### config.mk
export PLATFORM = sky130hd
export DESIGN_NAME = srambank_ctrl_64x4x80_flat
export DESIGN_NICKNAME = d
export VERILOG_FILES = /design/src/rtl/srambank_ctrl_64x4x80_if.sv /design/src/rtl/srambank_ctrl_64x4x80.sv /design/src/flat_wrapper.sv
export SDC_FILE = /design/constraint.sdc
export NUM_CORES = 1
export LEC_CHECK = 0
export ABC_CLOCK_PERIOD_IN_PS = 3000
export CAP_MARGIN = 20
export CORE_MARGIN = 5
export CORE_UTILIZATION = 50
export CTS_CLUSTER_SIZE = 40
export DETAILED_ROUTE_END_ITERATION = 7
export DONT_BUFFER_PORTS = 1
export PLACE_DENSITY = 0.68
export SLEW_MARGIN = 20
export SYNTH_ARGS = -nofsm -noshare
export SYNTH_HDL_FRONTEND = slang
export SYNTH_SLANG_ARGS = --single-unit
export TNS_END_PERCENT = 50
### constraint.sdc
create_clock -name clk -period 3 [get_ports clk]
set_input_delay 0.3 -clock clk [delete_from_list [all_inputs] [get_ports clk]]
set_output_delay 0.3 -clock clk [all_outputs]
set_load 0.01 [all_outputs]
### src/rtl/srambank_ctrl_64x4x80_if.sv
// Request/response bus of the SRAM bank controller.
// Handshake: a beat transfers at posedge clk when valid & ready are both 1; the sender holds its payload stable until then.
interface srambank_ctrl_64x4x80_if;
   logic        req_valid;
   logic        req_ready;
   logic        req_write;
   logic [7:0]  req_addr;
   logic [79:0] req_wdata;
   logic        rsp_valid;
   logic        rsp_ready;
   logic [79:0] rsp_data;

   modport master (
      output req_valid, req_write, req_addr, req_wdata, rsp_ready,
      input  req_ready, rsp_valid, rsp_data
   );

   modport slave (
      input  req_valid, req_write, req_addr, req_wdata, rsp_ready,
      output req_ready, rsp_valid, rsp_data
   );
endinterface

### src/rtl/srambank_ctrl_64x4x80.sv
// SRAM bank controller: drives the bank straight from the request and returns read data
// through a 4-entry response FIFO, with saturating write/read counters.
module srambank_ctrl_64x4x80 (
   input  logic                          clk,
   input  logic                          reset,
   srambank_ctrl_64x4x80_if.slave        bus,
   output logic [7:0]                    ADDRESS,
   output logic [79:0]                   wd,
   output logic                          banksel,
   output logic                          read,
   output logic                          write,
   input  logic [79:0]                   dataout,
   output logic [15:0]                   wr_count,
   output logic [15:0]                   rd_count
);

   logic        accept;
   logic        push;
   logic        pop;
   logic        inflight;
   logic [2:0]  count;
   logic [3:0]  occupancy;
   logic [1:0]  wr_ptr;
   logic [1:0]  rd_ptr;
   logic [79:0] fifo_mem [4];

   // Reserving a slot for the in-flight read guarantees the push never finds the FIFO full.
   assign occupancy     = {1'b0, count} + {3'b000, inflight};
   assign bus.req_ready = ~reset & (occupancy < 4'd4);
   assign accept        = bus.req_valid & bus.req_ready;

   assign ADDRESS = bus.req_addr;
   assign wd      = bus.req_wdata;
   assign banksel = accept;
   assign write   = accept & bus.req_write;
   assign read    = accept & ~bus.req_write;

   assign push          = inflight;
   assign pop           = bus.rsp_valid & bus.rsp_ready;
   assign bus.rsp_valid = (count != 3'd0);
   assign bus.rsp_data  = fifo_mem[rd_ptr];

   always_ff @(posedge clk or posedge reset) begin
      if (reset) begin
         inflight <= 1'b0;
         count    <= 3'd0;
         wr_ptr   <= 2'd0;
         rd_ptr   <= 2'd0;
      end else begin
         inflight <= read;
         if (push) wr_ptr <= wr_ptr + 2'd1;
         if (pop)  rd_ptr <= rd_ptr + 2'd1;
         case ({push, pop})
            2'b10:   count <= count + 3'd1;
            2'b01:   count <= count - 3'd1;
            default: count <= count;
         endcase
      end
   end

   // Bank output is registered, so it is valid exactly one cycle after the read accept.
   always_ff @(posedge clk) begin
      if (push) fifo_mem[wr_ptr] <= dataout;
   end

   always_ff @(posedge clk or posedge reset) begin
      if (reset) begin
         wr_count <= 16'd0;
         rd_count <= 16'd0;
      end else begin
         if (write && (wr_count != 16'hFFFF)) wr_count <= wr_count + 16'd1;
         if (read && (rd_count != 16'hFFFF))  rd_count <= rd_count + 16'd1;
      end
   end

endmodule

### src/flat_wrapper.sv
// flat-port wrapper written by rule: the top's interface ports become plain ports
module srambank_ctrl_64x4x80_flat 
  (clk, reset, ADDRESS, wd, banksel, read, write, dataout, wr_count, rd_count, bus_req_valid, bus_req_write, bus_req_addr, bus_req_wdata, bus_rsp_ready, bus_req_ready, bus_rsp_valid, bus_rsp_data);
  srambank_ctrl_64x4x80_if bus_i ();
  input  logic clk;
  input  logic reset;
  output logic [7:0] ADDRESS;
  output logic [79:0] wd;
  output logic banksel;
  output logic read;
  output logic write;
  input  logic [79:0] dataout;
  output logic [15:0] wr_count;
  output logic [15:0] rd_count;
  input wire logic [$bits(bus_i.req_valid)-1:0] bus_req_valid;
  input wire logic [$bits(bus_i.req_write)-1:0] bus_req_write;
  input wire logic [$bits(bus_i.req_addr)-1:0] bus_req_addr;
  input wire logic [$bits(bus_i.req_wdata)-1:0] bus_req_wdata;
  input wire logic [$bits(bus_i.rsp_ready)-1:0] bus_rsp_ready;
  output wire logic [$bits(bus_i.req_ready)-1:0] bus_req_ready;
  output wire logic [$bits(bus_i.rsp_valid)-1:0] bus_rsp_valid;
  output wire logic [$bits(bus_i.rsp_data)-1:0] bus_rsp_data;
  assign bus_i.req_valid = bus_req_valid;
  assign bus_i.req_write = bus_req_write;
  assign bus_i.req_addr = bus_req_addr;
  assign bus_i.req_wdata = bus_req_wdata;
  assign bus_i.rsp_ready = bus_rsp_ready;
  assign bus_req_ready = bus_i.req_ready;
  assign bus_rsp_valid = bus_i.rsp_valid;
  assign bus_rsp_data = bus_i.rsp_data;
  srambank_ctrl_64x4x80 u_core (.clk(clk), .reset(reset), .bus(bus_i), .ADDRESS(ADDRESS), .wd(wd), .banksel(banksel), .read(read), .write(write), .dataout(dataout), .wr_count(wr_count), .rd_count(rd_count));
endmodule
==> results.md, run 1 <==
* Starting Density at 50.9%
* Setup TNS at 0 ns
* Die footprint at 31800 um2
* Post-synth ARST share at 11.1%
* Post-synth EDFFs at 320
* Worst hold path class: input port to flop
* Critical path required time at 2.70 ns
* RR Endpoint: u_core.count[1]$_DFFE_PP0P_
* Synth top area share at 67.8%
* Main synth FF type: edfxtp_1
* Final period util at 78.2%
* Clock sink count at 360
* Hold buffer count at CTS at 81
* Total Nets Final at 887
* Post-Syn Nets at 866
* Synth area leaders: edfxtp_1 (68%), mux4_2 (13%), dfrtp_1 (7.1%), buf_4 (4.7%), xor2_1 (1.4%)
* Skew final at 0.0131 ns
* Maxcap violations at 0
* Vias in the first global route at 6795
* PnR worst setup slack at 0.653 ns
* Largest net degree at the start of global routing at 56
* TritonCTS clock tree: done
* Mapped Area at 14200 um2
* Sequential element share of the synthesized area at 74.8%
* Initial antenna violation count at 2
* Area leader, netlist: edfxtp_1
* Hold Startpoint: bus_rsp_ready
* Met1 GRT Util at 20.5%
* Reg-to-reg setup timing slack at 0.88 ns
* Worst path cell trace: buf_12, mux4_2
* Crit Path Class: flop to output port
* Wire per inst at 23.9 um
* Worst Hold End: u_core.rd_ptr[0]$_DFFE_PP0P_
* Final Hold Vio Count at 0
* GRT met2 Usage at 27.5%
* Relative slew slack at 57.5%
* Commonest non-fill, non-tap cell in the layout: edfxtp_1
* Die width at 178 um
* Die height at 178 um
* Slowest cell on crit path: dfrtp_4
* Clk_lat worst skew at 0.50 ns
* Post-CTS sizing at 0
* RSZ-0062 raised after global routing: false
* Hold depth at 2
* # IOs at 378
* Syn-to-layout area delta at 12.4%
* Max Freq at 0.426 GHz
* Placed insts at 964
* Met3 usage in global routing at 4.92%
* Routability Congestion at 0.872
* Slew Viols, Final at 0
* Tightest Pin Transition at 0.638 ns
* Status: finished clean
* Worst Reg-to-Reg Cells at 6
* CTS buffer count at 37
* Vias per std cell at 5.59
* Critical R2R Launch: u_core.count[0]$_DFFE_PP0P_
* Remaining global-route overflow at 0
* Core Rows at 61
* Tmin final at 2.35 ns
* IO Port Bufs at 0
* DR vias at 6192
* Clk root buf: clkbuf_16
* Critical path startpoint category: flop
* Critical path endpoint category: output port
* Crit path DAT at 2.05 ns
* Post-CTS Setup Bufs at 0
* Leakage power at 5.32 nW
* VDD IR max at 0.485 mV
* PwrDens at 802 nW/um2
* Max incr delay on CP at 0.70 ns
* CP Max Fanout at 55
* DRT Wirelength at 26500 um
* Hpwl dp at 16400 um
* H-tree levels at 2
* Tot GR Track Use at 16.4%
* Clk slew on worst S/H paths at 0.06 ns
* Ys Warns at 0
* Place WS at 0.857 ns
* Post-Syn Instances at 685
* Most used routing layer: met2
* Post-route insts no fill at 1108
* Synth unique cells at 40
* Syn Area/Cell at 20.7 um2
* Detailed Routing Iterations Pass 1 at 4
* Final setup viols at 0
* Highest-count cells in the layout ignoring fill and taps: edfxtp_1 (320), dlygate4sd3_1 (81), mux4_2 (80), dfrtp_1 (38), clkbuf_16 (37)
* Flops & latches, synth at 360
* Core area at 27900 um2
* DRC at 0
* 1st-iter DRT viols at 339
* Global-route wire length before repair at 39800 um
* Layout cells sized above 1 at 21.7%
* ANT nets after route at 0
* CTS max path bufs at 3
-- how the worst max path moves through the flow --
stage,from,to,slack (ns),depth (start not counted)
6_report,u_core.rd_ptr[1]$_DFFE_PP0P_,bus_rsp_data[60],0.65,2
2_1_floorplan,u_core.wr_ptr[0]$_DFFE_PP0P_,u_core.fifo_mem[2][0]$_DFFE_PP_,0.07,3
5_1_grt,u_core.rd_ptr[0]$_DFFE_PP0P_,bus_rsp_data[61],0.52,2
3_5_place_dp,u_core.count[0]$_DFFE_PP0P_,u_core.count[1]$_DFFE_PP0P_,0.86,6
3_3_place_gp,u_core.count[0]$_DFFE_PP0P_,u_core.count[2]$_DFFE_PP0P_,0.93,8
4_1_cts,u_core.rd_ptr[0]$_DFFE_PP0P_,bus_rsp_data[67],0.57,2
-- sequential cells by signal (all words and copies together) (netlist names) --
signal / cells
u_core.fifo_mem: 320
u_core.rd_count: 16
u_core.wr_count: 16
u_core.count: 3
u_core.rd_ptr: 2
u_core.wr_ptr: 2
u_core.inflight: 1
-- cell usage after synthesis (5+ instances only) --
cell and count:
xnor2_1 12, nor2_1 10, xor2_1 23, nand3_1 11, mux4_2 80, nand2_1 14
buf_4 89, edfxtp_1 320, ha_1 7, nor3_1 5, buf_2 8, dfrtp_1 40
and4_1 5, clkbuf_1 8, and2_1 8, inv_1 9
-- final cells by class --
cell class / instances / area (um2)
fill: 2029 / 11900
sequential: 360 / 10600
multi-input combinational: 207 / 2780
clock buffer: 45 / 956
timing repair buffer: 90 / 953
tap: 378 / 473
clock inverter: 17 / 111
inverter: 10 / 38.8
antenna: 1 / 2.50
-- power by group --
part / switching [mW] / total (mW) / internal, mW
clock: 1.71 / 4.05 / 2.34
sequential: 0.277 / 6.01 / 5.73
combinational: 1.48 / 2.71 / 1.24
total: 3.46 / 12.8 / 9.32
-- routing by layer --
layer,wire [um],part of all wire [%],up-vias
met5,7,0.026,-
met4,936,3.5,2
met2,13300,50,235
met1,10200,39,3207
li1,-,-,2660
met3,1990,7.5,88
-- metrics by stage --
step,instance area (um2),utilization (%),total power [mW],hold slack (ns)
floorplan,14200,-,8.26,0.399
global placement,14100,50.5,8.74,0.161
detailed placement,14100,50.5,8.80,0.164
CTS,15900,57.2,13.0,0.0502
global route,15900,57.2,13.4,0.0930
finish,15900,57.2,12.8,0.0747
-- logic make-up (layout without fill, tap and decap cells) --
| family | count (synthesis) | in the layout | share of synthesized area, % |
|---|---|---|---|
| AND/OR/NAND/NOR | 73 | 73 | 3.04 |
| buffers and inverters | 118 | 162 | 5.61 |
| flip-flops | 360 | 360 | 74.8 |
| adder cells (fa/ha/maj) | 8 | 8 | 0.759 |
| other | 0 | 1 | 0 |
| multiplexers | 82 | 82 | 12.9 |
| AO/OA/AOI/OAI | 8 | 8 | 0.627 |
| XOR/XNOR | 36 | 36 | 2.28 |
-- critical path: cells and delay by family (launching register included) --
| kind | cells | cell delay (ns) |
|---|---|---|
| buffers and inverters | 1 | 0.37 |
| DFF | 1 | 0.70 |
| muxes | 1 | 0.44 |
Note: power is estimated with default switching activity, not from simulation.
==> inputs of run 2 (changes only) <==
--- a/config.mk
+++ b/config.mk
@@ -5,14 +5,14 @@
 export SDC_FILE = /design/constraint.sdc
 export NUM_CORES = 1
 export LEC_CHECK = 0
-export ABC_CLOCK_PERIOD_IN_PS = 3000
+export ABC_AREA = 1
+export ABC_CLOCK_PERIOD_IN_PS = 2500
 export CAP_MARGIN = 20
 export CORE_MARGIN = 5
 export CORE_UTILIZATION = 50
 export CTS_CLUSTER_SIZE = 40
 export DETAILED_ROUTE_END_ITERATION = 7
 export DONT_BUFFER_PORTS = 1
-export PLACE_DENSITY = 0.68
 export SLEW_MARGIN = 20
 export SYNTH_ARGS = -nofsm -noshare
 export SYNTH_HDL_FRONTEND = slang
==> constraint.sdc (replaced) <==
create_clock -name clk -period 2.5 [get_ports clk]
set_input_delay 0.25 -clock clk [delete_from_list [all_inputs] [get_ports clk]]
set_output_delay 0.25 -clock clk [all_outputs]
set_load 0.01 [all_outputs]
==> run 2 against run 1 <==
  * Worst hold slack worse by 0.038 ns
  * Power grew 39%
  * Clock power rose by 35%
  * Sequential share of layout area decreased by 4.2 points
  * Register-to-register slack lost 0.48 ns
  * Clock skew rose by 0.0015 ns
  * Sequential power increased by 23%
  * Largest power group unchanged
  * Highest routed layer is now met4
==> results.md, run 2 <==
* Status: finished clean
* Global-route wire length before repair at 50100 um
* XOR/XNOR Fraction of Synth Area at 0.878%
* Hold slack at 0.0363 ns
* RSZ-0062 raised after global routing: false
* Die width at 183 um
* DRT Wirelength at 33500 um
* DR vias at 9037
* Max incr delay on CP at 0.51 ns
* Slowest cell on crit path: dfrtp_4
* Antenna diodes at 0
* Worst setup startpoint: u_core.rd_ptr[0]$_DFFE_PP0P_
* Top cells by count, synth: edfxtp_1 (320), nor2_1 (193), o21ai_0 (169), nand2_1 (156), buf_4 (88)
* Post-Syn Nets at 1405
* Max Freq at 0.425 GHz
* Post-synth EDFFs at 320
* Main synth FF type: edfxtp_1
* Vias in the first global route at 8800
* Final period util at 94.1%
* Worst path cell trace: inv_6, buf_4, o21ai_0, o22ai_1
* Critical R2R Launch: u_core.wr_count[0]$_DFFE_PP0P_
* 1st-iter DRT viols at 665
* Layout cells sized above 1 at 8.95%
* Hold Startpoint: bus_req_write
* Sw frac at 34.1%
* Area leader, netlist: edfxtp_1
* Tightest Pin Transition at 0.665 ns
* Sequential element share of the synthesized area at 70.9%
* Post-Syn Instances at 1224
* Worst hold path class: input port to flop
* Wire per inst at 20.4 um
* Syn Area/Cell at 12.2 um2
* Fraction of the mapped netlist area in simple logic gates at 10.6%
* Most common cell in the synthesized netlist: edfxtp_1
* Crit path DAT at 2.10 ns
* Syn-to-layout area delta at 13.7%
* Post-Synth Adder-Cell Area at 0.719%
* Slew Viols, Final at 0
* CP Max Fanout at 39
* TritonCTS clock tree: done
* Tmin final at 2.35 ns
* Routability Congestion at 0.839
* Max FFs per register at 320
* Biggest register: u_core.fifo_mem
* Synth area leaders: edfxtp_1 (64%), dfrtp_1 (6.7%), o21ai_0 (5.7%), nor2_1 (4.8%), buf_4 (4.4%)
* NetSw at 6.07 mW
* Reg power frac at 41.5%
* Starting Density at 50.6%
* Ys Warns at 0
* IO Port Bufs at 0
* Comb power frac at 27.7%
* ANT nets after route at 0
* # IOs at 378
* Die footprint at 33500 um2
* VDD IR max at 0.808 mV
* Leakage power at 5.85 nW
* Clk_lat worst skew at 0.52 ns
* Hpwl dp at 19700 um
* Tot Pwr at 17.8 mW
* Clock network power share at 30.8%
* Critical path endpoint category: output port
* Die height at 183 um
* Main combinational cell family by area after synthesis: simple AND/OR/NAND/NOR gates
* Mux cell area share after synthesis at 0%
* PwrDens at 1050 nW/um2
* Detailed Routing Iterations Pass 1 at 4
* Commonest non-fill, non-tap cell in the layout: edfxtp_1
* Initial antenna violation count at 0
* Vias per std cell at 5.50
* Post-CTS Setup Bufs at 0
* Largest net degree at the start of global routing at 84
* Clk slew on worst S/H paths at 0.06 ns
* Synth Area in Compound Gates at 9.50%
* Crit Path Class: flop to output port
* Synth unique cells at 28
* P_int at 11.7 mW
* Final Hold Vio Count at 0
* Final setup viols at 0
* Tot GR Track Use at 19.1%
* CTS buffer count at 38
* Skew final at 0.0145 ns
* Clk root buf: clkbuf_16
* Clock sink count at 360
* Flops & latches, synth at 360
* Critical path startpoint category: flop
* Synth top area share at 64.3%
* DRC at 0
* Relative slew slack at 55.5%
* FILL cells at 2373
* Remaining global-route overflow at 0
* CTS max path bufs at 3
* Highest-count cells in the layout ignoring fill and taps: edfxtp_1 (320), nor2_1 (193), o21ai_0 (169), nand2_1 (156), dlygate4sd3_1 (83)
* Critical path required time at 2.25 ns
* Maxcap violations at 0
* Regs by FF count: u_core.fifo_mem (320), u_core.rd_count (16), u_core.wr_count (16)
* Core area at 29600 um2
* Core Rows at 63
* Post-synth ARST share at 11.1%
* Mapped Area at 15000 um2
* H-tree levels at 2
* Total Nets Final at 1406
[run 2: cell count changes after synthesis, sizes merged, moves of 37 or more]
cell	before	now
o22ai	0	80
mux4	80	0
o21ai	3	177
inv	9	46
nand2	14	161
nor2	10	199
[run 2: kinds of logic (layout without fill, tap and decap cells)]
kind of cell	after synthesis	count (layout)
flops	360	360
buf+inv	192	220
fa+ha+maj	8	8
xor+xnor	15	15
compound gates	258	258
simple gates	391	391
[run 2: path summary, 6_finish.rpt]
kind / end / slack (ns) / cells after the start
min: u_core.inflight$_DFF_PP0_ / 0.04 / 3
max: bus_rsp_data[16] / 0.15 / 4
min reg2reg: u_core.count[0]$_DFFE_PP0P_ / 0.52 / 1
min in group asynchronous: u_core.count[0]$_DFFE_PP0P_ / 0.17 / 2
max reg2reg: u_core.wr_count[2]$_DFFE_PP0P_ / 0.40 / 9
max in group asynchronous: u_core.wr_count[6]$_DFFE_PP0P_ / 1.53 / 3
[run 2: timing repair]
action	in CTS	in global routing
resized for setup	0	5
hold buffers	83	0
endpoints found under the setup margin	0	32
endpoints found under the hold margin	329	0
[run 2: cell type report]
cell class / instances / area [um2] / share of cell area, %
well taps: 390 / 488 / 2.87
inverters: 47 / 194 / 1.14
multi-input cells: 672 / 3260 / 19.2
clock inverters: 21 / 218 / 1.28
flip-flops and latches: 360 / 10600 / 62.5
repair buffers: 106 / 1220 / 7.15
clock buffers: 46 / 1000 / 5.90
[run 2: power by group through the flow]
stage | clock (mW) | sequential, mW | combinational, mW
3_5_place_dp | 0 | 7.51 | 4.74
4_1_cts | 5.59 | 7.39 | 4.90
6_report | 5.48 | 7.38 | 4.92
3_3_place_gp | 0 | 7.51 | 4.69
2_1_floorplan | 0 | 7.33 | 3.49
5_1_grt | 5.87 | 7.43 | 5.46
[run 2: metrics by stage]
stage | utilization (%) | instance area [um2] | worst slack [ns] | TNS, ns | std cells
3_5_place_dp | 50.4 | 14900 | 0.391 | 0 | 1491
5_1_grt | 57.5 | 17000 | 0.0167 | 0 | 1642
2_1_floorplan | - | 15000 | -0.134 | -16.46 | 1224
3_3_place_gp | 50.4 | 14900 | 0.408 | 0 | 1491
6_report | 57.5 | 17000 | 0.149 | 0 | 1642
4_1_cts | 57.3 | 16900 | 0.000661 | 0 | 1641
[run 2: metal layers]
metal / share of wire [%] / vias to the layer above / GRT usage (%)
met2: 48 / 306 / 31.8
met5: 0 / - / 0
met4: 4.3 / 0 / 8.61
li1: - / 4252 / -
met1: 39 / 4380 / 23.1
met3: 8.3 / 99 / 5.67
[run 2: worst max-delay path, delay by kind of cell, from the launching register on]
kind / cells / cell delay [ns]
buffers and inverters: 2 / 0.53
AOI/OAI and AO/OA: 2 / 0.53
DFF: 1 / 0.51
